`src/rtl/hazard_ctrl.sv`:
```
// -----------------------------------------------------------------------------
// hazard_ctrl
//
// Hazard and pipeline-control unit for the 5-stage RV32 pipeline. It watches
// the register-index and write-enable taps of the datapath and returns the
// stall, flush and forwarding selects the datapath consumes. It also runs a
// small handshake FSM for multi-cycle data-memory accesses, with a watchdog
// that gives up on an unanswered request, and keeps two saturating
// performance counters.
//
// Parameters
//   MEM_TIMEOUT  WAIT-state cycles allowed before the watchdog trips (>= 1)
//   CNT_W        width of the performance counters
//
// Ports
//   clk, rst_n                 pipeline clock, asynchronous active-low reset
//   Rs1D, Rs2D                 source registers of the instruction in Decode
//   Rs1E, Rs2E, RdE            sources / destination in Execute
//   RdM, RdW                   destinations in Memory / Writeback
//   RegWriteM, RegWriteW       register write enables in M / W
//   ResultSrcE0                instruction in E is a load
//   PCSrcE                     branch / jump taken in E
//   MemReqM, MemReadyM         data-memory request in M and its completion
//   StallF/D/E/M               hold the F/D/E/M pipeline registers
//   FlushD/E/W                 insert a bubble into the D/E/W pipeline regs
//   ForwardAE, ForwardBE       ALU operand select: 00 RF, 01 ResultW,
//                              10 ALUResultM
//   MemTimeout                 sticky watchdog error flag
//   StallCycles, FlushEvents   saturating performance counters
// -----------------------------------------------------------------------------
module hazard_ctrl #(
    parameter int MEM_TIMEOUT = 16,
    parameter int CNT_W       = 32
) (
    input  logic             clk,
    input  logic             rst_n,

    input  logic [4:0]       Rs1D,
    input  logic [4:0]       Rs2D,
    input  logic [4:0]       Rs1E,
    input  logic [4:0]       Rs2E,
    input  logic [4:0]       RdE,
    input  logic [4:0]       RdM,
    input  logic [4:0]       RdW,
    input  logic             RegWriteM,
    input  logic             RegWriteW,
    input  logic             ResultSrcE0,
    input  logic             PCSrcE,
    input  logic             MemReqM,
    input  logic             MemReadyM,

    output logic             StallF,
    output logic             StallD,
    output logic             StallE,
    output logic             StallM,
    output logic             FlushD,
    output logic             FlushE,
    output logic             FlushW,
    output logic [1:0]       ForwardAE,
    output logic [1:0]       ForwardBE,
    output logic             MemTimeout,
    output logic [CNT_W-1:0] StallCycles,
    output logic [CNT_W-1:0] FlushEvents
);

    // Wide enough to hold the value MEM_TIMEOUT itself.
    localparam int WCW = $clog2(MEM_TIMEOUT + 1);

    typedef enum logic [1:0] {
        S_IDLE = 2'd0,
        S_WAIT = 2'd1,
        S_ERR  = 2'd2
    } state_t;

    localparam logic [1:0] FWD_RF  = 2'b00;
    localparam logic [1:0] FWD_WB  = 2'b01;
    localparam logic [1:0] FWD_MEM = 2'b10;

    state_t         state;
    state_t         stateNext;
    logic [WCW-1:0] waitCnt;
    logic [WCW-1:0] waitCntNext;
    logic           timeoutNext;

    logic           lwStall;
    logic           memStall;

    // -------------------------------------------------------------------------
    // Forwarding select for one ALU operand. The Memory stage holds the younger
    // result, so it wins over Writeback. x0 is hard-wired zero and must never
    // be forwarded, hence the Rd != 0 qualifiers.
    // -------------------------------------------------------------------------
    function automatic logic [1:0] fwdSel(
        input logic [4:0] rs,
        input logic       regWriteM,
        input logic [4:0] rdM,
        input logic       regWriteW,
        input logic [4:0] rdW
    );
        if (regWriteM && (rdM != 5'd0) && (rdM == rs)) begin
            return FWD_MEM;
        end else if (regWriteW && (rdW != 5'd0) && (rdW == rs)) begin
            return FWD_WB;
        end else begin
            return FWD_RF;
        end
    endfunction

    // -------------------------------------------------------------------------
    // Hazard detection
    // -------------------------------------------------------------------------
    // A load in E whose destination is read by the instruction in D: the value
    // is not available until after M, so D must wait one cycle.
    assign lwStall = ResultSrcE0 && (RdE != 5'd0) &&
                     ((RdE == Rs1D) || (RdE == Rs2D));

    // Once the watchdog has tripped the memory is considered dead, so the
    // pipeline is released rather than frozen forever.
    assign memStall = MemReqM && !MemReadyM && (state != S_ERR);

    // -------------------------------------------------------------------------
    // FSM: state register
    // -------------------------------------------------------------------------
    always_ff @(posedge clk or negedge rst_n) begin
        // NOTE: sequential state uses non-blocking assignments so every
        // register samples the pre-edge values, independent of block order.
        if (!rst_n) begin
            state      <= S_IDLE;
            waitCnt    <= '0;
            MemTimeout <= 1'b0;
        end else begin
            state      <= stateNext;
            waitCnt    <= waitCntNext;
            MemTimeout <= timeoutNext;
        end
    end

    // -------------------------------------------------------------------------
    // FSM: next-state logic
    //
    // WaitCnt counts WAIT cycles already spent. The first stalled cycle is
    // spent in IDLE, so a request that is never answered stalls for
    // MEM_TIMEOUT+1 cycles: one in IDLE plus MEM_TIMEOUT in WAIT.
    // -------------------------------------------------------------------------
    always_comb begin
        // NOTE: every combinational output gets a default first, so no path
        // through the case statement can leave it unassigned and infer a latch.
        stateNext   = state;
        waitCntNext = waitCnt;
        timeoutNext = MemTimeout;

        case (state)
            S_IDLE: begin
                if (memStall) begin
                    stateNext   = S_WAIT;
                    waitCntNext = WCW'(1);
                end
            end

            S_WAIT: begin
                if (MemReadyM || !MemReqM) begin
                    stateNext   = S_IDLE;
                    waitCntNext = '0;
                end else if (waitCnt == WCW'(MEM_TIMEOUT)) begin
                    stateNext   = S_ERR;
                    timeoutNext = 1'b1;
                end else begin
                    waitCntNext = waitCnt + WCW'(1);
                end
            end

            // Terminal until reset; the sticky flag tells software why.
            S_ERR: begin
                stateNext = S_ERR;
            end

            default: begin
                stateNext   = S_IDLE;
                waitCntNext = '0;
            end
        endcase
    end

    // -------------------------------------------------------------------------
    // FSM / control outputs
    //
    // The outputs are combinational, but while rst_n is low they must show
    // their reset values immediately (stalls off, D/E/W flushed, no
    // forwarding) without waiting for a clock edge, so rst_n gates them here.
    //
    // memStall dominates: when M is frozen, E is frozen too, so a taken branch
    // sitting in E must not flush yet; it flushes on the release cycle. W gets
    // a bubble because the frozen M instruction has not produced its result.
    // -------------------------------------------------------------------------
    always_comb begin
        StallF    = 1'b0;
        StallD    = 1'b0;
        StallE    = 1'b0;
        StallM    = 1'b0;
        FlushD    = 1'b1;
        FlushE    = 1'b1;
        FlushW    = 1'b1;
        ForwardAE = FWD_RF;
        ForwardBE = FWD_RF;

        if (rst_n) begin
            StallF    = lwStall || memStall;
            StallD    = lwStall || memStall;
            StallE    = memStall;
            StallM    = memStall;
            FlushD    = PCSrcE && !memStall;
            FlushE    = (lwStall || PCSrcE) && !memStall;
            FlushW    = memStall;
            ForwardAE = fwdSel(Rs1E, RegWriteM, RdM, RegWriteW, RdW);
            ForwardBE = fwdSel(Rs2E, RegWriteM, RdM, RegWriteW, RdW);
        end
    end

    // -------------------------------------------------------------------------
    // Performance counters: cycles with a front-end stall, and cycles in which
    // a bubble enters E. Both stick at all-ones instead of wrapping, so a
    // saturated value reads as "at least this many".
    // -------------------------------------------------------------------------
    always_ff @(posedge clk or negedge rst_n) begin
        if (!rst_n) begin
            StallCycles <= '0;
            FlushEvents <= '0;
        end else begin
            if (StallF && (StallCycles != '1)) begin
                StallCycles <= StallCycles + CNT_W'(1);
            end
            if (FlushE && (FlushEvents != '1)) begin
                FlushEvents <= FlushEvents + CNT_W'(1);
            end
        end
    end

endmodule

```
`config.mk`:
```
export PLATFORM = sky130hd
export DESIGN_NAME = hazard_ctrl
export DESIGN_NICKNAME = d
export VERILOG_FILES = /design/src/rtl/hazard_ctrl.sv
export SDC_FILE = /design/constraint.sdc
export NUM_CORES = 1
export LEC_CHECK = 0
export ABC_AREA = 1
export CORE_ASPECT_RATIO = 1.1
export CORE_MARGIN = 8
export CORE_UTILIZATION = 35
export CTS_BUF_LIST = sky130_fd_sc_hd__clkbuf_8
export DETAILED_ROUTE_END_ITERATION = 16
export GPL_TIMING_DRIVEN = 0
export PLACE_DENSITY = 0.58
export SYNTH_ARGS = -nofsm -noshare
export SYNTH_HDL_FRONTEND = slang
export SYNTH_SLANG_ARGS = --single-unit
```
`constraint.sdc`:
```
create_clock -name clk -period 2.1 [get_ports clk]
set_input_delay 0.525 -clock clk [delete_from_list [all_inputs] [get_ports clk]]
set_output_delay 0.525 -clock clk [all_outputs]
set_load 0.01 [all_outputs]
```
==> flow_metrics.tcl, run 1 <==
set metrics [dict create \
    crit_path_start_kind "primary input" \
    netlist_top_cells_area "sky130_fd_sc_hd__dfrtp_1 34%, sky130_fd_sc_hd__nand2_1 23%, sky130_fd_sc_hd__nand3_1 8.5%" \
    ir_drop_uv 341 \
    slew_headroom_pct 60.2 \
    critical_path_required_time_ns 1.57 \
    tritoncts.num_buffers 9 \
    critical_path_peak_fanout 2 \
    clock_tree.htree_level_count 3 \
    synth.net_count 855 \
    worst-slew-pin-transition_ns 0.593 \
    multiInputGateArea_um2 3190 \
    globalRouteTotalUtil_pct 17.8 \
    cap_violations 0 \
    failing_checks "setup timing" \
    num_vias 5622 \
    detailedRoute.firstIterationViolations 309 \
    io_buffer_count 118 \
    timing.setup.tns_ns -0.000123 \
    syn-mean-instance-area_um2 6.55 \
    post_synth_instance_area_um2 5300 \
    die_width_um 133 \
    floorplan.initialDensity_pct 35.5 \
    hold_class "in -> async" \
    ant_nets 0 \
    groute.layer.met3.usage_pct 4.42 \
    rsz_0062_raised_after_global_routing "yes" \
    ys.warnings.count 0 \
    fp.coreArea_um2 14900 \
    dieHeight_um 145 \
    groute.layer.met1.usage_pct 21.1 \
    yosys_register_bits 72 \
    ys.flop_type "sky130_fd_sc_hd__dfrtp_1" \
    final_min_period_over_clock_period_pct 100 \
    placement.cell_area_um2 6760 \
    portion_of_the_post_synthesis_area_used_by_sequential_elements_pct 34.0 \
    final-setup-viol-count 1 \
    antenna_diodes 0 \
    post-synth-top-area-cell "sky130_fd_sc_hd__dfrtp_1" \
    run_status "complete, but fails checks" \
    seqCellArea_um2 1810 \
    grt_pass1_vias 5669 \
    pin_count 119 \
    globalRoute.busiestLayer "met2" \
    post-route-drc-count 0 \
    total_power_mw 3.97 \
    detail_route.wirelength_mm 17.2 \
    rows 47 \
    drt-wirelength-per-cell_um 14.8 \
    grt_remaining_overflow 0 \
    path_class "in -> out" \
    reg2reg_from "StallCycles[0]$_DFFE_PN0P_" \
    worst_hold_slack_ns 0.0910 \
    tritoncts "built" \
    tritoncts_num_sinks 72 \
    final_layout_size_suffix_gt1_share_pct 13.8 \
    ff2ff_setup_slack_ns 0.14 \
    grt_antenna_before_repair 0 \
    timing.clock.skew_ns 0.00585 \
    achievable-frequency_mhz 476 \
    groute.layer.met2.usage_pct 30.2 \
    place_congestion 0.923 \
    fp.dieArea_um2 19300 \
    clk_root_buffer_cell "sky130_fd_sc_hd__clkbuf_8" \
    critPathCaptureType "primary output" \
    final_area_um2 7250 \
    arrival_ns 1.58 \
    synth_edf_count 0 \
    cts.reportedPaths.clkPinSlew_ns 0.08 \
    grt_first_pass_wirelength_mm 28.0 \
    clk-insertion-delay-late_ns 0.36 \
    layout.core_utilization_pct 48.5 \
    syn2layout_area_growth_pct 36.8 \
    dpl.hpwl_mm 12.9 \
    drv_slew 0 \
    largest_net_degree_at_the_start_of_global_routing 28 \
    netlist.area_leader.share_pct 34.0 \
    timing.rr.end "StallCycles[26]$_DFFE_PN0P_" \
    drt_pre_antenna_iters 5 \
    finalWorstPathRequiredPeriod_ns 2.10 \
    p_leak_nw 3.43 \
    fill_cell_count 1588 \
    viasPerCell 4.85 \
    ys_types 32 \
    reg2regPathDepth 9 \
    hold_viol 0 \
    cts-root-to-sink-buffers 2 \
    power_density_nw_per_um2 547 \
    ys_async_rst_share_pct 100 \
    postLayoutSetupSlackWorst_ns -0.000123 \
    netlist_instances 808 \
    nNetsFinal 1005 \
]
## metrics by stage
stage          cells  setup WS, ns
6_report        1159     -0.000123
5_1_grt         1159       -0.0459
4_1_cts         1158       -0.0517
3_5_place_dp    1123         -1.16
3_3_place_gp    1122         -4.20
2_1_floorplan    808        0.0440
## cells in the final DEF (no fill, tap or decap), drive strengths merged
master,synthesis,final
o2111ai,1,1
nand2,325,325
nor2b,1,1
nor2,87,87
clkdlybuf4s15,0,8
or2,2,2
bufinv,0,4
dlygate4sd2,0,11
buf,20,59
nor3b,1,1
nand3b,12,12
o22ai,2,2
xnor2,22,22
bufbuf,0,2
nand4,19,19
o21ai,7,7
xor2,32,32
clkdlybuf4s50,0,68
o32ai,1,1
dlymetal6s2s,0,1
clkinvlp,0,2
nand3,92,92
a211oi,2,2
a21oi,5,5
clkbuf,0,20
ha,4,4
o41ai,1,1
dfrtp,72,72
inv,71,71
nor3,26,26
nor4,3,3
## what timing repair did
action	4_1_cts	5_1_grt
setup buffers	16	4
resized for setup	154	32
pin swaps	33	24
endpoints found under the setup margin	19	72
hold buffers	1	0
cloned	2	0
hold endpoints to repair	27	0
## area by class of cell
class                      instances  share of cell area, %
buffer                            17                   1.73
clock inverter                     6                   1.81
inverter                          71                   3.76
timing repair buffer             142                   18.4
clock buffer                      10                   1.90
multi-input combinational        645                   44.1
tap                              196                   3.38
sequential                        72                   24.9
## state kept, by name, summed over array words and instances (netlist names)
name and count:
FlushEvents 32, MemTimeout 1, StallCycles 32, state 2, waitCnt 5
## cells in the mapped netlist, types with 2 or more instances
master and instances:
sky130_fd_sc_hd__a211oi_1 2, sky130_fd_sc_hd__a21oi_1 5, sky130_fd_sc_hd__buf_2 11, sky130_fd_sc_hd__buf_4 3, sky130_fd_sc_hd__buf_6 6, sky130_fd_sc_hd__dfrtp_1 72
sky130_fd_sc_hd__ha_1 4, sky130_fd_sc_hd__inv_1 69, sky130_fd_sc_hd__inv_2 2, sky130_fd_sc_hd__nand2_1 320, sky130_fd_sc_hd__nand2_2 3, sky130_fd_sc_hd__nand2_4 2
sky130_fd_sc_hd__nand3_1 90, sky130_fd_sc_hd__nand3_2 2, sky130_fd_sc_hd__nand3b_1 12, sky130_fd_sc_hd__nand4_1 19, sky130_fd_sc_hd__nor2_1 83, sky130_fd_sc_hd__nor2_2 4
sky130_fd_sc_hd__nor3_1 24, sky130_fd_sc_hd__nor3_2 2, sky130_fd_sc_hd__nor4_1 3, sky130_fd_sc_hd__o21ai_0 7, sky130_fd_sc_hd__o22ai_1 2, sky130_fd_sc_hd__xnor2_1 22
sky130_fd_sc_hd__xor2_1 32
## worst max-delay path, stage by stage
cell and delay (ns):
sky130_fd_sc_hd__clkdlybuf4s15_1 0.20, sky130_fd_sc_hd__xnor2_1 0.16, sky130_fd_sc_hd__nand4_1 0.19, sky130_fd_sc_hd__buf_4 0.19, sky130_fd_sc_hd__nor2_2 0.11, sky130_fd_sc_hd__a21oi_2 0.07, sky130_fd_sc_hd__buf_2 0.13
## power by group
group | internal [mW] | total (mW) | switching, mW
sequential | 1.47 | 1.63 | 0.160
combinational | 0.411 | 0.831 | 0.419
clock | 0.938 | 1.51 | 0.568
total | 2.82 | 3.97 | 1.15
## layer usage
layer / vias to the layer above / share of wire [%]
met5: - / 0
met4: 0 / 2.6
met3: 35 / 5.7
met2: 165 / 48
met1: 2538 / 44
li1: 2884 / -
## how the worst max path moves through the flow
stage,end,startpoint
finish,ForwardBE[0],Rs2E[2]
global route,ForwardBE[0],Rs2E[2]
CTS,ForwardBE[0],RdM[4]
detailed placement,FlushE,RdE[0]
global placement,FlushE,rst_n
floorplan,StallF,MemReqM
## kinds of logic after synthesis
logic type,Yosys count,share of synthesized area [%]
compound gates,19,2.15
xor+xnor,54,8.93
buf+inv,91,7.77
flops,72,34.0
simple gates,568,46.2
fa+ha+maj,4,0.945
Note: power is estimated with default switching activity, not from simulation.
==> inputs of run 2 (changes only) <==
CORE_UTILIZATION = 53   (was 35)
PLACE_DENSITY = 0.83   (was 0.58)
==> run 2 against run 1 <==
- the run still ends with setup timing left
- utilization increased by 25 points
- first-iteration DRC count increased by 23%
- design area decreased by 0.81%
- clock skew increased by 0.0040 ns
- clock power decreased by 26%
- maximum frequency decreased by 4.6%
- critical path type unchanged
- largest cell class unchanged
- largest power group unchanged
==> flow_metrics.tcl, run 2 (synthesis gave the netlist of run 1 again) <==
set metrics [dict create \
    grt_antenna_before_repair 0 \
    power_density_nw_per_um2 501 \
    fp.coreArea_um2 9790 \
    antenna_diodes 0 \
    final_min_period_over_clock_period_pct 105 \
    run_status "complete, but fails checks" \
    drt_pre_antenna_iters 5 \
    timing.clock.skew_ns 0.00982 \
    critical_path.max_stage_delay_ns 0.33 \
    crit_path_start_kind "primary input" \
    postLayoutSetupSlackWorst_ns -0.101 \
    syn2layout_area_growth_pct 35.7 \
    layout.core_utilization_pct 73.4 \
    rsz_0062_raised_after_global_routing "yes" \
    hold_class "in -> async" \
    path_class "in -> out" \
    cts-root-to-sink-buffers 2 \
    globalRouteTotalUtil_pct 24.8 \
    die_width_um 111 \
    mostFrequentLayoutCell "sky130_fd_sc_hd__nand2_1" \
    path_delay_family "buffers and inverters" \
    largestRegisters "FlushEvents x32, StallCycles x32, waitCnt x5" \
    ant_nets 0 \
    clock_tree.htree_level_count 3 \
    final_area_um2 7190 \
    ir_drop_uv 403 \
    preCtsSetupSlack_ns -1.14 \
    cap_violations 0 \
    tritoncts_num_sinks 72 \
    critical_path_buf_inv_count 4 \
    num_vias 5846 \
    detail_route.wirelength_mm 16.8 \
    arrival_ns 1.68 \
    rows 38 \
    fill_cell_count 812 \
    cts.reportedPaths.clkPinSlew_ns 0.08 \
    tritoncts.num_buffers 9 \
    critPathCaptureType "primary output" \
    list_of_cells_traversed_by_the_critical_path "buf_8, or2_4, o41ai_4, buf_4, inv_4, a21oi_2, buf_2" \
    final-setup-viol-count 5 \
    critPathSlowestCell "sky130_fd_sc_hd__o41ai_4" \
    drv_slew 0 \
    fp.dieArea_um2 13500 \
    slew_headroom_pct 31.1 \
    hold_viol 0 \
    largest_net_degree_at_the_start_of_global_routing 44 \
    achievable-frequency_mhz 454 \
    final_layout_size_suffix_gt1_share_pct 15.1 \
    worst-slew-pin-transition_ns 1.03 \
    detailedRoute.firstIterationViolations 381 \
    final_cell_mix "310 x sky130_fd_sc_hd__nand2_1, 88 x sky130_fd_sc_hd__nand3_1, 79 x sky130_fd_sc_hd__nor2_1" \
    dpl.hpwl_mm 12.3 \
    finalWorstPathRequiredPeriod_ns 2.20 \
    grt_pass1_vias 5685 \
    dieHeight_um 121 \
    p_leak_nw 3.40 \
    drt-wirelength-per-cell_um 15.5 \
    critical_path_required_time_ns 1.57 \
    floorplan.initialDensity_pct 54.1 \
    viasPerCell 5.39 \
    nNetsFinal 1008 \
    total_power_mw 3.60 \
    io_buffer_count 118 \
    pin_count 119 \
    grt_remaining_overflow 0 \
    placement.cell_area_um2 6660 \
    place_congestion 0.948 \
    grt_first_pass_wirelength_mm 27.5 \
    clk_root_buffer_cell "sky130_fd_sc_hd__clkbuf_8" \
    critical_path_peak_fanout 2 \
    post-route-drc-count 0 \
    failing_checks "setup timing" \
    clk-insertion-delay-late_ns 0.36 \
    tritoncts "built" \
]
[run 2: through the flow]
| step | TNS, ns | std cells | hold slack (ns) |
|---|---|---|---|
| after floorplan | 0 | 808 | 0.229 |
| after global placement | -401.39 | 1046 | 0.447 |
| after CTS | -0.177 | 1081 | 0.132 |
| final | -0.182 | 1085 | 0.134 |
| after global routing | -0.495 | 1085 | 0.135 |
| after detailed placement | -24.01 | 1047 | 0.458 |
[run 2: layer usage]
metal  GRT usage [%]  routed length [µm]
met5               0                   0
met2            40.8                7930
met1            29.5                6960
met3            6.19                1420
met4            12.6                 508
[run 2: worst paths after layout]
check | from | end | slack (ns) | cells past startpoint
max in group asynchronous | rst_n | StallCycles[1]$_DFFE_PN0P_ | 0.47 | 2
min in group clk | MemTimeout$_DFFE_PN0P_ | MemTimeout$_DFFE_PN0P_ | 0.48 | 2
max reg2reg | StallCycles[0]$_DFFE_PN0P_ | StallCycles[3]$_DFFE_PN0P_ | 0.11 | 9
max | RdM[4] | ForwardAE[0] | -0.10 | 7
min | rst_n | FlushEvents[18]$_DFFE_PN0P_ | 0.13 | 2
min reg2reg | MemTimeout$_DFFE_PN0P_ | MemTimeout$_DFFE_PN0P_ | 0.48 | 2
[run 2: final cells by class]
| cell class | count | area, µm² | area share [%] |
|---|---|---|---|
| inverters | 71 | 280 | 3.90 |
| repair buffers | 142 | 1330 | 18.5 |
| multi-input cells | 645 | 3270 | 45.5 |
| clock buffers | 10 | 138 | 1.91 |
| flip-flops and latches | 72 | 1810 | 25.1 |
| clock inverters | 5 | 50.0 | 0.696 |
| well taps | 120 | 150 | 2.09 |
| plain buffers | 20 | 166 | 2.32 |
[run 2: report_power, final]
group | leakage [nW] | switching [mW] | internal [mW]
sequential | 0.982 | 0.153 | 1.47
combinational | 2.32 | 0.445 | 0.422
clock | 0.101 | 0.541 | 0.565
total | 3.40 | 1.14 | 2.46
[run 2: worst register-to-register path: cells and delay by family, from the launching register on]
family | cells | cell delay, ns
adders and majority gates | 1 | 0.23
and+or+nand+nor | 6 | 0.80
buffers and inverters | 2 | 0.37
DFF | 1 | 0.47
[run 2: timing repair]
item | in CTS | in global routing
hold buffers | 2 | 0
setup endpoints to repair | 11 | 74
gates cloned | 0 | 0
endpoints found under the hold margin | 8 | 0
resized for setup | 168 | 59
buffers inserted | 17 | 4
pin swaps | 40 | 25
==> inputs of run 3 (changes only) <==
CORE_UTILIZATION = 51   (was 53)
PLACE_DENSITY = 0.8   (was 0.83)
==> run 3 against run 2 <==
- the flow now finishes without violations
- clock skew increased by 0.0023 ns
- utilization decreased by 3.5 points
- count of clock-buffer cells in the layout increased by 1
- total power increased by 8.4%
- worst hold slack got worse by 0.055 ns
- first-iteration DRC count increased by 3.1%
- largest cell class unchanged
==> flow_metrics.tcl, run 3 (synthesis gave the netlist of run 1 again) <==
set metrics [dict create \
    detail_route.wirelength_mm 16.9 \
    dieHeight_um 123 \
    syn2layout_area_growth_pct 35.2 \
    power_density_nw_per_um2 545 \
    drt-wirelength-per-cell_um 15.6 \
    layout.core_utilization_pct 69.9 \
    fp.coreArea_um2 10200 \
    nNetsFinal 1005 \
    finalWorstPathRequiredPeriod_ns 2.06 \
    final_layout_size_suffix_gt1_share_pct 14.5 \
    largest_net_degree_at_the_start_of_global_routing 21 \
    clk-insertion-delay-late_ns 0.36 \
    dr_wl_met2_mm 8.11 \
    dpl.hpwl_mm 12.5 \
    floorplan.initialDensity_pct 51.7 \
    clock_tree.htree_level_count 3 \
    hold_viol 0 \
    critical_path.max_stage_delay_ns 0.30 \
    final_min_period_over_clock_period_pct 98.2 \
    globalRouteTotalUtil_pct 24.6 \
    dp.cells 1050 \
    path_delay_family "buffers and inverters" \
    p_leak_nw 3.42 \
    io_buffer_count 118 \
    run_status "finished, final reports clean" \
    ant_nets 0 \
    timing.rr.end "FlushEvents[30]$_DFFE_PN0P_" \
    crit_path_start_kind "primary input" \
    post_layout_nonfiller_instances 1086 \
    place_congestion 0.986 \
    grt_antenna_before_repair 0 \
    cap_violations 0 \
    multiInputGateArea_um2 3210 \
    grt_first_pass_wirelength_mm 27.3 \
    ir_drop_uv 304 \
    detailedRoute.firstIterationViolations 393 \
    reg2reg_from "FlushEvents[6]$_DFFE_PN0P_" \
    num_vias 5786 \
    cts.reportedPaths.clkPinSlew_ns 0.07 \
    final_area_um2 7160 \
    clk_root_buffer_cell "sky130_fd_sc_hd__clkbuf_8" \
    drt_pre_antenna_iters 5 \
    critical_path_buf_inv_count 2 \
    post-route-drc-count 0 \
    hold_class "in -> async" \
    slew_headroom_pct 46.3 \
    critPathSlowestCell "sky130_fd_sc_hd__dlygate4sd2_1" \
    final-setup-viol-count 0 \
    worst_hold_slack_ns 0.0785 \
    largestRegisters "FlushEvents x32, StallCycles x32, waitCnt x5" \
    cts-root-to-sink-buffers 2 \
    seqCellArea_um2 1810 \
    arrival_ns 1.54 \
    mostFrequentLayoutCell "sky130_fd_sc_hd__nand2_1" \
    timing.setup.tns_ns 0 \
    reg2regPathDepth 9 \
    final_cell_mix "319 x sky130_fd_sc_hd__nand2_1, 88 x sky130_fd_sc_hd__nand3_1, 81 x sky130_fd_sc_hd__nor2_1" \
    ff2ff_setup_slack_ns 0.13 \
    met3_length_mm 1.49 \
    viasPerCell 5.33 \
    critical_path_required_time_ns 1.57 \
    achievable-frequency_mhz 485 \
    tritoncts.num_buffers 9 \
    pin_count 119 \
    critPathCaptureType "primary output" \
    tritoncts "built" \
    antenna_diodes 0 \
    list_of_cells_traversed_by_the_critical_path "dlygate4sd2_1, xnor2_1, nand4_1, nor2_1, a21oi_2, buf_2" \
    grt_remaining_overflow 0 \
    worst-slew-pin-transition_ns 0.803 \
    die_width_um 113 \
    grt_pass1_vias 5630 \
    wl_met1_mm 6.88 \
    tritoncts_num_sinks 72 \
    fp.dieArea_um2 13900 \
    path_class "in -> out" \
    placement.cell_area_um2 6660 \
    timing.clock.skew_ns 0.0121 \
    fill_cell_count 867 \
    rows 39 \
    drv_slew 0 \
    critical_path_peak_fanout 3 \
    maxUsedRoutingLayer "met4" \
]
## run 3: changes by cell type in the layout (fill, tap and decap cells not counted), moves of 3 or more
| cell | delta |
|---|---|
| sky130_fd_sc_hd__inv_4 | -3 |
| sky130_fd_sc_hd__bufbuf_16 | +3 |
| sky130_fd_sc_hd__buf_2 | +10 |
| sky130_fd_sc_hd__clkbuf_2 | +6 |
| sky130_fd_sc_hd__nand2_2 | -9 |
| sky130_fd_sc_hd__buf_4 | -5 |
| sky130_fd_sc_hd__dlygate4sd2_1 | -9 |
| sky130_fd_sc_hd__nand2_1 | +9 |
| sky130_fd_sc_hd__buf_6 | -9 |
## run 3: power breakdown
part	switching, mW	internal (mW)	total (mW)
clock	0.554	0.852	1.41
sequential	0.156	1.47	1.63
combinational	0.437	0.430	0.867
## run 3: how the worst max path moves through the flow
stage,from,depth (start not counted),to
after global placement,rst_n,6,FlushE
after CTS,RdM[4],6,ForwardAE[0]
after detailed placement,rst_n,7,FlushE
after global routing,Rs2E[0],5,ForwardBE[1]
after floorplan,MemReqM,9,StallF
final,Rs2E[0],6,ForwardBE[0]
## run 3: area by class of cell
class | count | share of cell area, %
inverters | 71 | 3.81
plain buffers | 19 | 2.10
clock inverters | 5 | 1.43
repair buffers | 140 | 18.4
multi-input cells | 645 | 44.8
well taps | 123 | 2.15
flip-flops and latches | 72 | 25.2
clock buffers | 11 | 2.12
## run 3: repair_timing
action	CTS	global route
setup buffers	12	5
hold buffers	1	0
setup endpoints to repair	42	72
endpoints found under the hold margin	16	0
pin swaps	40	17
gates cloned	3	0
resized for setup	170	40
## run 3: stage by stage
step           power, mW  setup slack [ns]
3_5_place_dp        2.42             -1.14
2_1_floorplan       2.00            0.0440
4_1_cts             3.86           -0.0834
6_report            3.90            0.0373
5_1_grt             4.07           -0.0178
3_3_place_gp        2.40             -4.00
## run 3: routing by layer
metal	vias up	global-route usage (%)
met3	31	7.33
met5	-	0
met2	225	42.0
met4	0	9.17
li1	2872	-
met1	2658	28.8
